### config.mk
export PLATFORM = sky130hd
export DESIGN_NAME = list_free_mgr
export DESIGN_NICKNAME = d
export VERILOG_FILES = /design/src/rtl/list_free_mgr.sv
export SDC_FILE = /design/constraint.sdc
export NUM_CORES = 2
export LEC_CHECK = 0
export CAP_MARGIN = 20
export CORE_ASPECT_RATIO = 0.75
export CORE_UTILIZATION = 28
export CTS_CLUSTER_SIZE = 16
export DETAILED_ROUTE_END_ITERATION = 6
export PLACE_DENSITY = 0.4
export SYNTH_ARGS = -nofsm -noshare
export SYNTH_HDL_FRONTEND = slang
export SYNTH_SLANG_ARGS = --single-unit
### constraint.sdc
create_clock -name clk -period 14.85 [get_ports clk]
set_input_delay 2.97 -clock clk [delete_from_list [all_inputs] [get_ports clk]]
set_output_delay 2.97 -clock clk [all_outputs]
set_load 0.05 [all_outputs]
### src/rtl/list_free_mgr.sv
// list_free_mgr: free-list manager and round-robin allocation arbiter for a
// linked-list node pool of N nodes.
//
// After reset the block walks the pool once, linking node i to node i+1, and
// then serves one allocation per cycle from the head of a LIFO free list.
// A free in the same cycle as a grant is forwarded straight to the winner
// (bypass) without touching the list.
//
// Optional build macro: LIST_FREE_MGR_CHECK_EN
//   When defined, an ownership bitmap tracks which pointers are out on loan.
//   A free of a pointer that is not owned (double free) is dropped and
//   raises err. When undefined, only the overflow check (free while the list
//   is already full) raises err.
//
// Handshakes:
//   alloc: a requester holds alloc_req[i] until it sees alloc_gnt[i] high in
//          the same cycle; alloc_ptr is meaningful only while |alloc_gnt.
//   free:  free_vld is accepted in any cycle where free_rdy is high; there is
//          no back-pressure other than free_rdy (low during the init sweep).
//
// state_dbg exposes the FSM state (0 = INIT, 1 = RUN) for external checkers.

module list_free_mgr #(
  parameter  int N     = 256,
  parameter  int N_REQ = 2,
  localparam int W_PTR = $clog2(N),
  localparam int W_CNT = $clog2(N + 1)
) (
  input  logic             clk,
  input  logic             rst,
  input  logic [N_REQ-1:0] alloc_req,
  output logic [N_REQ-1:0] alloc_gnt,
  output logic [W_PTR-1:0] alloc_ptr,
  input  logic             free_vld,
  input  logic [W_PTR-1:0] free_ptr,
  output logic             free_rdy,
  output logic             init_done,
  output logic             empty,
  output logic [W_CNT-1:0] count,
  output logic             err,
  output logic             state_dbg
);

  localparam int RR_W = (N_REQ > 1) ? $clog2(N_REQ) : 1;

  typedef enum logic {
    S_INIT = 1'b0,
    S_RUN  = 1'b1
  } state_t;

  state_t           state_q;
  state_t           state_d;
  logic [W_PTR-1:0] init_idx_q;
  logic [W_PTR-1:0] head_q;
  logic [W_CNT-1:0] count_q;
  logic [RR_W-1:0]  rr_q;
  logic             err_q;
  logic [W_PTR-1:0] nxt [N];

  logic             init_last;
  logic             run;
  logic             full;
  logic             free_acc;
  logic             free_ok;
  logic             dbl_free;
  logic             grant;
  logic             bypass;
  logic             overflow;
  logic             free_push;
  logic             found;
  logic [RR_W-1:0]  winner;
  logic [RR_W-1:0]  rr_next;

  assign init_last = (init_idx_q == W_PTR'(N - 1));
  assign run       = (state_q == S_RUN) && rst;
  assign full      = (count_q == W_CNT'(N));
  assign free_acc  = run && free_vld;

`ifdef LIST_FREE_MGR_CHECK_EN
  logic [N-1:0] owned_q;

  // A free is only honoured for a pointer currently out on loan.
  assign free_ok  = free_acc && owned_q[free_ptr];
  assign dbl_free = free_acc && !owned_q[free_ptr];

  // Ownership bitmap: set on grant, cleared on accepted free; in bypass the
  // same pointer is cleared and re-set, so the later set wins.
  always_ff @(posedge clk) begin
    if (!rst || state_q == S_INIT) begin
      owned_q <= '0;
    end else begin
      if (free_push || bypass) owned_q[free_ptr] <= 1'b0;
      if (grant)               owned_q[alloc_ptr] <= 1'b1;
    end
  end
`else
  assign free_ok  = free_acc;
  assign dbl_free = 1'b0;
`endif

  // A grant may be fed by the list itself or by a same-cycle bypassed free.
  assign grant     = run && (|alloc_req) && ((count_q != '0) || free_ok);
  assign bypass    = grant && free_ok;
  assign overflow  = free_ok && !grant && full;
  assign free_push = free_ok && !grant && !full;

  // Round-robin winner: first request at or above rr_q, else first overall.
  always_comb begin
    found  = 1'b0;
    winner = '0;
    for (int j = 0; j < N_REQ; j++) begin
      if (!found && alloc_req[j] && (RR_W'(j) >= rr_q)) begin
        found  = 1'b1;
        winner = RR_W'(j);
      end
    end
    for (int j = 0; j < N_REQ; j++) begin
      if (!found && alloc_req[j]) begin
        found  = 1'b1;
        winner = RR_W'(j);
      end
    end
    rr_next = (winner == RR_W'(N_REQ - 1)) ? '0 : winner + RR_W'(1);
  end

  // Grant vector and pointer; bypass hands the freed pointer straight out.
  always_comb begin
    alloc_gnt = '0;
    if (grant) alloc_gnt = N_REQ'(1) << winner;
    alloc_ptr = bypass ? free_ptr : head_q;
  end

  // FSM state register.
  always_ff @(posedge clk) begin
    if (!rst) state_q <= S_INIT;
    else      state_q <= state_d;
  end

  // FSM next state: INIT sweeps once over the pool, then RUN forever.
  always_comb begin
    state_d = state_q;
    if (state_q == S_INIT && init_last) state_d = S_RUN;
  end

  // FSM outputs.
  always_comb begin
    init_done = run;
    free_rdy  = run;
    empty     = !rst || (count_q == '0);
    state_dbg = (state_q == S_RUN);
  end

  assign count = count_q;
  assign err   = err_q;

  // Head, count, round-robin pointer, init index and sticky error.
  always_ff @(posedge clk) begin
    if (!rst) begin
      init_idx_q <= '0;
      head_q     <= '0;
      count_q    <= '0;
      rr_q       <= '0;
      err_q      <= 1'b0;
    end else if (state_q == S_INIT) begin
      init_idx_q <= init_idx_q + W_PTR'(1);
      if (init_last) begin
        head_q  <= '0;
        count_q <= W_CNT'(N);
      end
    end else begin
      if (grant) begin
        rr_q <= rr_next;
        if (!bypass) begin
          head_q  <= nxt[head_q];
          count_q <= count_q - W_CNT'(1);
        end
      end else if (free_push) begin
        head_q  <= free_ptr;
        count_q <= count_q + W_CNT'(1);
      end
      if (overflow || dbl_free) err_q <= 1'b1;
    end
  end

  // Next-pointer array: linear links during INIT, push-to-head on free.
  always_ff @(posedge clk) begin
    if (rst && state_q == S_INIT) begin
      nxt[init_idx_q] <= init_idx_q + W_PTR'(1);
    end else if (rst && free_push) begin
      nxt[free_ptr] <= head_q;
    end
  end

endmodule

; ---- After elaboration in Yosys (flattened, before gate mapping)
; Memory sizes are Yosys's and may differ from the RTL's. A register that Yosys moved wholly into a read port is not among the register bits.
; Index checks and enable logic that the tools add are counted.
[classes]
multipliers = 0
addsub = 4
muxes = 29
n_shift = 1
n_reduce_logical = 32
n_eq_ne = 4
div = 0
magnitude_cmp = 2
bitwise = 1
[op_table]
columns = cell, n
row1 = $mux 8, 10
row2 = $mux 9, 5
row3 = $logic_and 1x1->1, 16
row4 = $mux 1, 13
row5 = $add 9x1->9 const B, 1
row6 = $eq 9x9->1 const B, 1
row7 = $logic_not 9->1, 1
row8 = $reduce_bool 9->1, 1
row9 = $sub 9x1->9 const B, 1
row10 = $add 8x1->8 const B, 1
row11 = $eq 8x8->1 const B, 1
row12 = $reduce_or 8->1, 1
row13 = $logic_not 1->1, 6
row14 = $reduce_and 2->1, 2
row15 = $ne 3x1->1 const B, 1
row16 = $ne 3x3->1 const B, 1
row17 = $reduce_and 3->1, 1
row18 = $ge 1x1->1 const A, 2
row19 = $logic_or 1x1->1, 2
row20 = $mux 2, 1
row21 = $reduce_bool 2->1, 1
row22 = $reduce_or 2->1, 1
row23 = $shl 1x1->2 const A, 1
row24 = $add 1x1->1 const B, 1
row25 = $not 1->1, 1
[word_totals]
latch_bits = 0
out_inout_bits = 24
mem_bits_ro = 0
n_memories = 1
regBits = 28
inputBits = 13
ramBits = 2048
[memory_table]
columns = memory, depth, word_bits, rd, rd_clocked_by_memory_dff, write_ports, line_no
row1 = nxt, 256, 8, 1, 1, 1, 58  ; logic [W_PTR-1:0] nxt [N];

; ---- Logic depth before layout (Yosys ltp)
[logic_depth]
depth_word = 15
depth_mapped = 13
ltp_nobuf = 12

; ---- Worst setup path before layout
; OpenSTA, ideal clock, no wires.
[synth_timing]
path_kind = input port to flip-flop
start = in free_vld
end = mem nxt[0][5] (netlist bit) (data pin)
slack_ps = -1066
setup_time_ps = 2187
path_stages = 6
required_ps = 12663
t_arrival_ps = 13729
path_buffers = 3
path_cell_list = or3b_1 -> a311oi_2 -> buf_4 -> buf_2 -> buf_1 -> o21ai_0
[synth_via]
elab_chain_len = 12
[synth_rtl]
columns = element, line_no
row1 = start: declaration, 34  ; input logic free_vld,
row2 = $logic_and 1x1->1 *, 77  ; assign free_acc = run && free_vld;
row3 = $logic_or 1x1->1, 102  ; assign grant = run && (|alloc_req) && ((count_q != '0) || free_ok);
row4 = $logic_and 1x1->1, 102
row5 = $logic_not 1->1, 105  ; assign free_push = free_ok && !grant && !full;
row6 = $logic_and 1x1->1 * (2 in a row), 105
row7 = $logic_and 1x1->1 *, 189  ; end else if (rst && free_push) begin
row8 = $mux 1 *, 189
row9 = $mux 1 *, 187  ; if (rst && state_q == S_INIT) begin
row10 = $mux 1 (not written as such) *, 190  ; nxt[free_ptr] <= head_q;
row11 = $reduce_or 8->1 (no line) *, n/a
row12 = $mux 8 (no line) *, n/a
row13 = end: declaration, 58
; Every way passes the cells marked *; elsewhere a longest branch is shown, timed or not.

; ---- Final worst setup path
[layout_timing]
start = in rst
end = out alloc_gnt[1]
[layout_via]
elab_chain_len = 5
elab_cells_between_ends = 6
cone_classes = 1 x mux / 5 x reduce/logical
[layout_rtl]
columns = element, line_no
row1 = start: declaration, 30  ; input logic rst,
row2 = $logic_and 1x1->1 *, 75  ; assign run = (state_q == S_RUN) && rst;
row3 = $logic_and 1x1->1, 77
row4 = $logic_or 1x1->1, 102
row5 = $logic_and 1x1->1 *, 102
row6 = $mux 2 *, 129  ; if (grant) alloc_gnt = N_REQ'(1) << winner;
row7 = end: declaration, 32  ; output logic [N_REQ-1:0] alloc_gnt,
; Marked as above.

==> results.toml <==
[timing]
skew_ns = 0.03407
rsz0062_at_grt = "no"
hold_viol_final = 0
finalCritPeriodShare = 0.6076
finalSetupViolations = 0
worst_pin_slew_ns = 1.199
timing.final.ws_setup_ns = 5.827
finalSetupTns_ns = 0
worst_hold_slack_ns = 0.4594
slew_headroom = 0.2010
min_period_ns = 9.023
final-max-slew-violation-count = 0
fmax_mhz = 110.8

[logic_synthesis]
synth_area_leader_cell = "edfxtp_1"
netlist_instances = 4038
synth_cell_type_count = 76
avgSynthCellArea_sq_um = 20.38
yosys_register_bits = 2084
synth_edf_count = 2048
ys_warn_count = 0
yosys.area.top_type_share = 0.7472
ys.flop_type = "edfxtp_1"
synth_area_sq_mm = 0.08231
async_flop_share = 0
synth_nets = 4061
synth_top_cells_by_area = "edfxtp_1 (75%), mux4_2 (11%), mux4_1 (2.0%), mux2i_1 (2.0%), nor2_1 (1.4%)"
ys_seq_area_frac = 0.7560

[global_route]
grt-ovfl-total = 0
grt_pass1_vias = 40760
antenna_found_initial = 16
grt_max_degree = 189
grt_pass1_wl_microns = 343000
grt_usage = 0.1642

[floorplanning]
die_width_microns = 628.0
num_io_pins = 37
core-area_sq_mm = 0.2910
row_count = 171
dieArea_sq_mm = 0.2961
die_h_microns = 471.5
start_util = 0.2829

[clock_tree]
clkTransAtPathRegs_ns = 0.06
h-tree-depth = 4
cts_resized = 0
post_cts.repair.setup_buffers = 0
hold_buffers = 0
numCtsBuffers = 212
clock-sinks = 2084
clk_latency_ns = 0.85
cts.path.max_buffers = 4
cts_tree = "done"
cts_root_buffer = "clkbuf_16"

[pwr]
power_density_mw_per_mm2 = 126.9
power_leakage_nw = 27.00
peakVddDrop_mv = 0.09165

[setup_path]
cp.required_ns = 11.88
cp-end-kind = "output port"
critPathKind = "primary input to output port"
crit_path_start_kind = "primary input"
crit_fanout = 30
arrival_ns = 6.05

[detailed_routing]
first_pass_iters = 6
drt-initial-drc-count = 4137
drc_errors = 0
via_count = 40690
wl_per_cell_microns = 30.25
vias_per_cell = 4.960
ant_nets = 0
drt_wl_total_microns = 248200

[cells_and_area]
drive_gt1_frac = 0.1982
nets = 4175
design_area_sq_mm = 0.09360
syn2layout_area_growth_pct = 13.72
finalNonFillerCells = 8204

[place]
dp_slack_ns = 5.816
hpwl_microns = 153200
gp_congestion = 0.7924
place_area_sq_mm = 0.08700
place_inst = 7827
io_buffer_count = 36

[outcome]
outcome = "finished clean"

[flow_run]
cap_violations = 0

[min_path]
hold_class = "flop to flop"
==> cells in the mapped netlist, drive strengths merged, types with 36 or more instances <==
cell	number
edfxtp	2048
a22oi	50
nand2	133
nand3	54
a21oi	51
nor2	317
buf	153
clkbuf	80
dfxtp	36
o21ai	68
o221ai	74
mux4	467
o22ai	64
mux2i	162
==> cell families (layout without fill, tap and decap cells) <==
kind of cell,count (synthesis),count (layout),synth area share
simple gates,642,642,0.03436
compound gates,394,394,0.03366
xor+xnor,14,14,0.001490
flops,2084,2084,0.7560
buf+inv,248,514,0.02025
fa+ha+maj,10,10,0.001611
mux,646,646,0.1527
other cells,0,8,0
==> critical path, stage by stage <==
cell and delay, ns:
clkdlybuf4s50_1 0.46, buf_4 0.27, nand2_1 0.25, nor2_1 0.39, o21a_2 0.21, buf_4 0.40, and3_1 0.27, clkdlybuf4s50_1 0.81
==> stage by stage <==
| stage | utilization | power, W |
|---|---|---|
| final | 0.3217 | 0.01187 |
| after global routing | 0.3216 | 0.01221 |
| after CTS | 0.3215 | 0.01201 |
| after detailed placement | 0.2990 | 0.006754 |
| after global placement | 0.2989 | 0.006751 |
| after floorplan | - | 0.006680 |
==> routing by layer <==
layer,track usage,part of all wire
met1,0.2567,0.50
met2,0.2378,0.43
met3,0.03030,0.059
met4,0.02854,0.017
met5,0,0.000052
==> cells in the final DEF (no fill, tap or decap), types with 9 or more instances in the layout <==
| cell | count |
|---|---|
| dfxtp_1 | 29 |
| clkdlybuf4s50_1 | 36 |
| nor2_1 | 317 |
| o21ai_0 | 51 |
| mux4_1 | 63 |
| buf_4 | 84 |
| o211ai_1 | 9 |
| inv_1 | 10 |
| o22ai_1 | 64 |
| buf_12 | 9 |
| nand2b_1 | 17 |
| nand3b_1 | 10 |
| nand2_1 | 132 |
| nor4_1 | 12 |
| clkbuf_1 | 42 |
| a211oi_1 | 10 |
| bufinv_16 | 19 |
| o21ai_1 | 10 |
| nand3_2 | 13 |
| a22oi_1 | 50 |
| a21oi_1 | 51 |
| nor3_1 | 25 |
| edfxtp_1 | 2048 |
| ha_1 | 9 |
| nand3_1 | 40 |
| clkbuf_16 | 214 |
| mux2i_1 | 162 |
| or3_1 | 9 |
| mux4_2 | 404 |
| o221ai_1 | 74 |
| mux2_2 | 16 |
| and2_1 | 16 |
| clkinv_2 | 41 |
| clkinv_1 | 39 |
| nor2b_1 | 13 |
==> area by class of cell <==
cell class | instances | area [sq um]
clock inverters | 108 | 1013
fillers | 27830 | 197400
inverters | 13 | 51.30
clock buffers | 258 | 5540
well taps | 3892 | 4870
flip-flops and latches | 2084 | 62240
diodes | 8 | 20.02
multi-input cells | 1706 | 18630
repair buffers | 135 | 1232
==> power breakdown <==
group	internal, W	switching (W)	total, W
combinational	0.0000183	0.000143	0.000161
sequential	0.00646	0.00000347	0.00646
clock	0.00297	0.00229	0.00526
total	0.00944	0.00244	0.0119
==> flip-flops by register name (all words and copies together) (netlist names), named ones only <==
register and flops:
nxt 2048, count 9, head_q 8, init_idx_q 8, err 1, rr_q 1, state_dbg 1
==> path summary, 6_finish.rpt <==
path                            startpoint            to  slack (ns)  depth (start not counted)
worst max register to register        flop          flop        8.83                         10
worst min-delay path                   err           err        0.46                          2
worst max-delay path                   rst  alloc_gnt[1]        5.83                          8
worst min register to register         err           err        0.46                          2
(Power assumes the default switching activity.)
